## src/rtl/adc_code_averager.sv

```systemverilog
// Windowed averager for flash-ADC codes: it accumulates 2^LOG2_N strobed samples and
// presents the rounded mean plus the window min/max over a valid/ready handshake.
module adc_code_averager #(
   parameter int CODE_W = 8,
   parameter int LOG2_N = 4
) (
   input  logic              clk,
   input  logic              rst,
   input  logic              enable,
   input  logic              sample_en,
   input  logic [CODE_W-1:0] code,
   output logic [CODE_W-1:0] avg_data,
   output logic [CODE_W-1:0] min_code,
   output logic [CODE_W-1:0] max_code,
   output logic              avg_valid,
   input  logic              avg_ready,
   output logic              overrun,
   input  logic              clr_overrun
);

   localparam int ACC_W = CODE_W + LOG2_N;
   localparam logic [ACC_W:0] HALF = (ACC_W+1)'(1) << (LOG2_N - 1);

   typedef enum logic [1:0] {IDLE, ACCUM, HOLD} state_t;

   state_t              state_reg;
   logic [ACC_W-1:0]    acc_reg;
   logic [LOG2_N-1:0]   cnt_reg;
   logic [CODE_W-1:0]   min_reg;
   logic [CODE_W-1:0]   max_reg;
   logic [CODE_W-1:0]   avg_data_reg;
   logic [CODE_W-1:0]   min_code_reg;
   logic [CODE_W-1:0]   max_code_reg;
   logic                avg_valid_reg;
   logic                overrun_reg;

   logic [ACC_W-1:0]    acc_next;
   logic [CODE_W-1:0]   min_next;
   logic [CODE_W-1:0]   max_next;
   logic [ACC_W:0]      rnd_sum;
   logic [ACC_W:0]      rnd_q;
   logic [CODE_W-1:0]   avg_next;
   logic                last_sample;
   logic                handshake;

   // Running totals including the code presented this cycle.
   always_comb begin
      acc_next    = acc_reg + ACC_W'(code);
      min_next    = (code < min_reg) ? code : min_reg;
      max_next    = (code > max_reg) ? code : max_reg;
      rnd_sum     = {1'b0, acc_next} + HALF;
      rnd_q       = rnd_sum >> LOG2_N;
      avg_next    = (|rnd_q[ACC_W:CODE_W]) ? {CODE_W{1'b1}} : rnd_q[CODE_W-1:0];
      last_sample = (cnt_reg == {LOG2_N{1'b1}});
      handshake   = avg_valid_reg & avg_ready;
   end

   always_ff @(posedge clk) begin
      if (rst) begin
         state_reg     <= IDLE;
         acc_reg       <= '0;
         cnt_reg       <= '0;
         min_reg       <= '1;
         max_reg       <= '0;
         avg_data_reg  <= '0;
         min_code_reg  <= '0;
         max_code_reg  <= '0;
         avg_valid_reg <= 1'b0;
         overrun_reg   <= 1'b0;
      end else begin
         case (state_reg)
            IDLE: begin
               acc_reg <= '0;
               cnt_reg <= '0;
               min_reg <= '1;
               max_reg <= '0;
               if (enable) state_reg <= ACCUM;
            end
            ACCUM: begin
               if (!enable) begin
                  state_reg <= IDLE;
                  acc_reg   <= '0;
                  cnt_reg   <= '0;
                  min_reg   <= '1;
                  max_reg   <= '0;
               end else if (sample_en) begin
                  if (last_sample) begin
                     avg_data_reg  <= avg_next;
                     min_code_reg  <= min_next;
                     max_code_reg  <= max_next;
                     avg_valid_reg <= 1'b1;
                     state_reg     <= HOLD;
                     acc_reg       <= '0;
                     cnt_reg       <= '0;
                     min_reg       <= '1;
                     max_reg       <= '0;
                  end else begin
                     acc_reg <= acc_next;
                     cnt_reg <= cnt_reg + LOG2_N'(1);
                     min_reg <= min_next;
                     max_reg <= max_next;
                  end
               end
            end
            HOLD: begin
               if (handshake) begin
                  avg_valid_reg <= 1'b0;
                  // A strobe coinciding with the handshake opens the next window.
                  if (enable && sample_en) begin
                     state_reg <= ACCUM;
                     acc_reg   <= ACC_W'(code);
                     cnt_reg   <= LOG2_N'(1);
                     min_reg   <= code;
                     max_reg   <= code;
                  end else begin
                     state_reg <= enable ? ACCUM : IDLE;
                     acc_reg   <= '0;
                     cnt_reg   <= '0;
                     min_reg   <= '1;
                     max_reg   <= '0;
                  end
               end
            end
            default: state_reg <= IDLE;
         endcase

         if (state_reg == HOLD && sample_en && !handshake)
            overrun_reg <= 1'b1;
         else if (clr_overrun)
            overrun_reg <= 1'b0;
      end
   end

   assign avg_data  = avg_data_reg;
   assign min_code  = min_code_reg;
   assign max_code  = max_code_reg;
   assign avg_valid = avg_valid_reg;
   assign overrun   = overrun_reg;

endmodule
```

## config.mk

```make
export PLATFORM = sky130hd
export DESIGN_NAME = adc_code_averager
export DESIGN_NICKNAME = d
export VERILOG_FILES = /design/src/rtl/adc_code_averager.sv
export SDC_FILE = /design/constraint.sdc
export NUM_CORES = 1
export LEC_CHECK = 0
export CAP_MARGIN = 20
export CORE_ASPECT_RATIO = 1.4
export CORE_MARGIN = 4
export CORE_UTILIZATION = 55
export DETAILED_ROUTE_END_ITERATION = 7
export GPL_ROUTABILITY_DRIVEN = 0
export PLACE_DENSITY = 0.77
export SKIP_CTS_REPAIR_TIMING = 1
export SYNTH_ARGS = -nofsm -noshare
export SYNTH_HDL_FRONTEND = slang
export SYNTH_SLANG_ARGS = --single-unit
```

## constraint.sdc

```tcl
create_clock -name clk -period 4.8 [get_ports clk]
set_input_delay 1.2 -clock clk [delete_from_list [all_inputs] [get_ports clk]]
set_output_delay 1.2 -clock clk [all_outputs]
set_load 0.02 [all_outputs]
```

==> results of run 1 <==
-- final timing paths --
check                           slack (ns)  cells past startpoint                     from                       end
worst max-delay path                  0.32                     15                  code[0]  avg_data[7]$_SDFFE_PP0P_
worst min-delay path                  0.48                      2  cnt_reg[3]$_SDFFE_PP0P_   cnt_reg[3]$_SDFFE_PP0P_
worst max register to register        1.32                     14  acc_reg[0]$_SDFFE_PP0P_  avg_data[7]$_SDFFE_PP0P_
worst min register to register        0.48                      2  cnt_reg[3]$_SDFFE_PP0P_   cnt_reg[3]$_SDFFE_PP0P_
-- kinds of logic after synthesis --
kind of cell / count (synthesis)
buffers and inverters: 51
AO/OA/AOI/OAI: 124
XOR/XNOR: 16
adder cells (fa/ha/maj): 30
flip-flops: 60
AND/OR/NAND/NOR: 153
multiplexers: 19
-- cell usage after synthesis, types with 2 or more instances --
master / count / share of area, %
nor2_1: 66 / 6.6
inv_1: 23 / 2.3
a22oi_1: 11 / 2.2
or3_1: 10 / 1.7
buf_2: 4 / 0.53
nand2b_1: 6 / 0.99
a222oi_1: 8 / 2.1
xor2_1: 8 / 1.9
mux2i_1: 18 / 4.8
a311oi_2: 5 / 2.0
a21o_1: 6 / 1.2
buf_1: 6 / 0.60
and4_1: 2 / 0.46
and3_1: 2 / 0.33
a211oi_1: 19 / 3.8
nand3b_1: 4 / 0.79
xnor2_1: 8 / 1.9
nand3_1: 15 / 2.0
ha_1: 29 / 9.6
o21ai_0: 16 / 2.1
o22ai_1: 8 / 1.3
a2111oi_0: 2 / 0.46
dfxtp_1: 60 / 32
clkbuf_1: 16 / 1.6
or4_1: 2 / 0.40
nand2_1: 18 / 1.8
nor2b_1: 6 / 0.99
a21oi_1: 25 / 3.3
a31oi_1: 8 / 1.3
nor3_1: 9 / 1.2
nand4_1: 5 / 0.83
and2_1: 2 / 0.33
-- routing by layer --
layer | vias to the layer above | part of all wire, % | GRT usage [%]
met5 | - | 0 | 0
met4 | 0 | 4.6 | 15.0
met3 | 29 | 5.7 | 3.39
met2 | 121 | 47 | 37.7
met1 | 1672 | 43 | 28.5
li1 | 1744 | - | -
-- final cells by class --
class | count | share of cell area [%]
sequential | 60 | 27.0
multi-input combinational | 342 | 53.6
timing repair buffer | 55 | 11.4
tap | 92 | 2.59
clock inverter | 3 | 0.337
inverter | 23 | 1.94
clock buffer | 11 | 3.18
-- worst max-delay path: cells and delay by family --
kind	cells	cell delay, ns
buf+inv	2	0.61
compound gates	5	1.41
fa+ha+maj	3	0.89
xor+xnor	2	0.35
simple gates	3	0.27
-- stage by stage --
stage	std cells	setup slack (ns)	hold WS [ns]	power [mW]	utilization, %
final	586	0.322	0.481	1.27	66.9
after detailed placement	572	-0.0308	0.474	0.888	64.5
after global routing	586	0.0304	0.520	1.34	66.9
after CTS	586	0.303	0.482	1.27	66.9
after global placement	572	0.119	0.459	0.874	64.5
after floorplan	453	0.602	0.449	0.795	-
-- power by group through the flow --
| stage | combinational (mW) | sequential [mW] | clock, mW |
|---|---|---|---|
| after floorplan | 0.242 | 0.553 | 0 |
| after global placement | 0.318 | 0.556 | 0 |
| after detailed placement | 0.331 | 0.558 | 0 |
| after CTS | 0.332 | 0.547 | 0.390 |
| after global routing | 0.372 | 0.553 | 0.414 |
| final | 0.335 | 0.548 | 0.389 |
-- placed cells by master (no fill, tap or decap), drive strengths merged, types with 2 or more instances in the layout --
| cell | n |
|---|---|
| clkdlybuf4s50 | 38 |
| or3 | 11 |
| ha | 29 |
| and2 | 2 |
| xor2 | 8 |
| nor2 | 66 |
| and4 | 2 |
| a222oi | 8 |
| a211oi | 20 |
| nor2b | 6 |
| buf | 17 |
| a21o | 6 |
| nand3 | 15 |
| clkbuf | 11 |
| nor3 | 9 |
| o22ai | 8 |
| a22oi | 11 |
| nand2b | 6 |
| o21ai | 17 |
| mux2i | 18 |
| nand4b | 2 |
| dfxtp | 60 |
| nand4 | 5 |
| a2111oi | 2 |
| clkinv | 3 |
| inv | 23 |
| and3 | 3 |
| xnor2 | 8 |
| nand3b | 4 |
| a311oi | 5 |
| nand2 | 18 |
| or4 | 2 |
| a31oi | 8 |
| a21oi | 25 |
==> run_results.csv, run 1 <==
group,metric,value,unit
clock_network,root_buffer,"clkbuf_8",
logic_synthesis,yosys.area_share.simple,20.0,%
logic_synthesis,synth_cells,453,
finish,nets,535,
floorplan,start_util,56.8,%
drt,wire_per_inst,16.0,µm
grt,grt_pass1_vias,3410,
finish,regArea,1200,µm²
logic_synthesis,synth_area_per_cell,8.35,µm²
worst_setup_path,path_cells,"clkdlybuf4s50_1 > ha_1 > fa_1 > a21o_1 > a21oi_1 > xnor2_1 > ha_1 > nand2_1 > o311ai_0 > nor3_1 > a2111oi_1 > buf_4 > nand4_1 > xor2_1 > a311oi_2",
logic_synthesis,yosysWarningCount,0,
power,power_switching_share,33.3,%
min_path,hold_path.class,"reg2reg",
sta,tightestPinTransition,1.04,ns
logic_synthesis,ys_seq_elements,60,
sta,finalClockSkew,0.00934,ns
placement,dpl-instance-area,4290,µm²
floorplan,core_area,6660,µm²
drt,routed_wl,9380,µm
logic_synthesis,synth_compound_area_share,23.9,%
worst_setup_path,critical_path_class,"in2reg",
logic_synthesis,synth_area,3780,µm²
clock_network,clock_path_buffers,2,
floorplan,dieArea,8280,µm²
floorplan,die_w,78.1,µm
logic_synthesis,synth_edf_count,0,
clock_network,htreeDepth,3,
drt,drc,0,
floorplan,ios,40,
drt,vias,3566,
power,clock_power_share,30.6,%
worst_setup_path,cpMostUsedCell,"ha_1",
worst_setup_path,crit_fanout,3,
logic_synthesis,synth_ff_type,"dfxtp_1",
logic_synthesis,synthMuxAreaShare,5.06,%
sta,fmax,0.223,GHz
logic_synthesis,synth_top_family_by_area,"compound AO/OA/AOI/OAI gates",
clock_network,clock_latency,0.34,ns
clock_network,numCtsBuffers,9,
sta,min_period,4.48,ns
floorplan,die_h,106,µm
grt,grt_usage,23.3,%
clock_network,clock-sinks,60,
finish,multi_input_area,2390,µm²
finish,antenna_cells,0,
sta,rsz0062_at_grt,"false",
drt,final_antenna_net_count,0,
power,leakagePower,1.72,nW
clock_network,cts_tree,"yes",
worst_setup_path,worst_setup_path_end_kind,"flip-flop",
power,power_switching,423,µW
grt,grt_pass1_wl,15600,µm
placement,io_buffer_count,39,
floorplan,placement_rows,35,
placement,place_hpwl,6580,µm
finish,fillCellCount,586,
logic_synthesis,synth.net_count,497,
sta,final_max_slew_viol_count,0,
finish,drive_gt1_share,9.11,%
drt,drt-initial-drc-count,234,
logic_synthesis,yosysUniqueCellTypes,58,
sta,tns,0,ns
finish,synthToLayoutAreaGrowth,17.7,%
power,power-per-cell-area,286,nW/µm²
drt,firstDrtPassIters,6,
clock_network,path_clk_slew,0.07,ns
finish,largest_reg_flops,12,
power,combinationalPowerShare,26.3,%
logic_synthesis,async_flop_share,0,%
power,ir_drop,0.195,mV
flow_run,cap_violations,0,
sta,slew_headroom,30.6,%
logic_synthesis,synthAdderAreaFrac,10.1,%
worst_setup_path,slowest_delay,0.43,ns
drt,avgViaCountPerCell,6.09,
logic_synthesis,synth_xor_area_share,3.71,%
sta,finalCritPeriodShare,93.3,%
logic_synthesis,yosysSeqAreaShare,31.8,%
grt,grt_remaining_overflow,0,
worst_setup_path,startpoint_type,"input port",
worst_setup_path,cp.arrival,4.73,ns
worst_setup_path,cp.required,5.05,ns
finish,final_area,4450,µm²
sta,setup_viol_count_final,0,
outcome,outcome,"finished, final reports clean",
power,p_int,849,µW
grt,grt_max_degree,56,
grt,antenna_found_initial,0,
power,seqPwrFrac,43.1,%
worst_setup_path,slowest_stage,"clkdlybuf4s50_1",
sta,finalHoldViolCount,0,
(Power assumes the default switching activity.)
==> inputs of run 2 (changes only) <==
==> constraint.sdc (replaced) <==
create_clock -name clk -period 4.7 [get_ports clk]
set_input_delay 1.175 -clock clk [delete_from_list [all_inputs] [get_ports clk]]
set_output_delay 1.175 -clock clk [all_outputs]
set_load 0.02 [all_outputs]
==> run_results.csv, run 2 (synthesis results as in run 1) <==
group,metric,value,unit
drt,avgViaCountPerCell,6.02,
min_path,hp-start,"cnt_reg[3]$_SDFFE_PP0P_",
sta,min_period,4.37,ns
sta,finalHoldViolCount,0,
clock_network,root_buffer,"clkbuf_8",
outcome,outcome,"finished, final reports clean",
worst_setup_path,critical_path_class,"in2reg",
finish,largest_reg_flops,12,
grt,grt_pass1_wl,15400,µm
clock_network,htreeDepth,3,
worst_setup_path,startpoint_type,"input port",
drt,final_antenna_net_count,0,
power,combinationalPowerShare,24.5,%
sta,final_max_slew_viol_count,0,
drt,firstDrtPassIters,4,
sta,tns,0,ns
placement,dp_cells,574,
clock_network,clock_latency,0.33,ns
power,p_int,967,µW
finish,final_common_cell,"nor2_1",
floorplan,core_area,6660,µm²
placement,dpl-instance-area,4310,µm²
worst_setup_path,cp.arrival,4.61,ns
power,power_switching_share,30.6,%
clock_network,clock_path_buffers,2,
sta,slew_headroom,28.9,%
finish,nets,537,
finish,final_cell_count_no_fill,588,
power,power_switching,427,µW
sta,finalCritPeriodShare,93.0,%
drt,wire_per_inst,15.6,µm
grt,grt_remaining_overflow,0,
power,clock_power_share,35.4,%
min_path,hold_path.class,"reg2reg",
drt,drt-initial-drc-count,236,
finish,antenna_cells,0,
grt,grt_max_degree,56,
floorplan,dieArea,8280,µm²
sta,setup_viol_count_final,0,
power,ir_drop,0.179,mV
sta,fmax,0.229,GHz
grt,grt_usage,22.9,%
drt,routed_wl,9150,µm
flow_run,cap_violations,0,
floorplan,placement_rows,35,
finish,final_cell_mix,"nor2_1 (66), dfxtp_1 (60), clkdlybuf4s50_1 (38)",
floorplan,start_util,56.8,%
power,power-per-cell-area,309,nW/µm²
finish,drive_gt1_share,9.68,%
sta,rsz0062_at_grt,"false",
worst_setup_path,r2r-start,"acc_reg[0]$_SDFFE_PP0P_",
clock_network,numCtsBuffers,9,
power,leakagePower,1.75,nW
worst_setup_path,worst_setup_path_end_kind,"flip-flop",
min_path,hold_depth,2,
worst_setup_path,crit_fanout,3,
power,seqPwrFrac,40.1,%
finish,final_area,4520,µm²
clock_network,clock-sinks,60,
min_path,min_delay_worst_endpoint,"cnt_reg[3]$_SDFFE_PP0P_",
drt,vias,3539,
grt,grt_pass1_vias,3274,
finish,fillCellCount,587,
worst_setup_path,r2r_end,"avg_data[7]$_SDFFE_PP0P_",
clock_network,cts_tree,"yes",
floorplan,ios,40,
placement,place_hpwl,6510,µm
worst_setup_path,r2r_slack,1.32,ns
floorplan,die_h,106,µm
floorplan,die_w,78.1,µm
clock_network,path_clk_slew,0.07,ns
worst_setup_path,cp.required,4.94,ns
sta,tightestPinTransition,1.07,ns
sta,finalClockSkew,0.00986,ns
worst_setup_path,worstRegToRegCells,14,
power,power,1.39,mW
grt,antenna_found_initial,0,
finish,synthToLayoutAreaGrowth,19.5,%
drt,drc,0,
placement,io_buffer_count,39,
[run 2: cell count changes in the layout (fill, tap and decap cells not counted), sizes merged]
cell    before  now
buf         17   19
clkinv       3    0
clkbuf      11   13
bufinv       0    1
[run 2: worst max path at each step]
stage,from,to,slack (ns),depth (start not counted)
after floorplan,code[0],avg_data[7]$_SDFFE_PP0P_,0.53,13
after global placement,code[0],avg_data[7]$_SDFFE_PP0P_,0.08,15
after detailed placement,code[0],avg_data[7]$_SDFFE_PP0P_,0.02,15
after CTS,code[0],avg_data[7]$_SDFFE_PP0P_,0.34,15
after global routing,code[0],avg_data[7]$_SDFFE_PP0P_,0.14,15
final,code[0],avg_data[7]$_SDFFE_PP0P_,0.33,15
[run 2: final cells by class]
cell class                      count  area [µm²]  area share [%]
Clock buffer                       13         179            3.96
Clock inverter                      1        30.0           0.665
Inverter                           23        86.3            1.91
Multi-Input combinational cell    342        2390            52.8
Sequential cell                    60        1200            26.6
Tap cell                           92         115            2.55
Timing Repair Buffer               57         520            11.5
[run 2: power by group through the flow]
| stage | sequential, mW | combinational, mW | clock (mW) |
|---|---|---|---|
| after floorplan | 0.565 | 0.247 | 0 |
| after CTS | 0.558 | 0.339 | 0.502 |
| after global placement | 0.568 | 0.324 | 0 |
| final | 0.559 | 0.342 | 0.493 |
| after global routing | 0.564 | 0.378 | 0.520 |
| after detailed placement | 0.570 | 0.335 | 0 |
[run 2: worst max-delay path: stages]
cell and delay [ns]:
clkdlybuf4s50_1 0.43, ha_1 0.24, fa_1 0.40, a21o_1 0.22, a21oi_1 0.18, xnor2_1 0.17
ha_1 0.21, nand2_1 0.07, o311ai_0 0.30, nor3_1 0.12, a2111oi_0 0.36, buf_4 0.19
nand4_1 0.10, xor2_1 0.18, a311oi_2 0.26
[run 2: stage by stage]
stage	hold WS [ns]	worst slack [ns]	util [%]
detailed placement	0.475	0.0160	64.7
global route	0.531	0.145	67.9
floorplan	0.449	0.527	-
CTS	0.484	0.344	67.9
finish	0.484	0.330	67.9
global placement	0.460	0.0826	64.7
[run 2: metal layers]
metal / routed length [µm] / track usage (%) / up-vias
li1: - / - / 1748
met1: 3990 / 30.0 / 1650
met2: 4330 / 36.6 / 116
met3: 478 / 2.46 / 25
met4: 357 / 12.8 / 0
met5: 0 / 0 / -
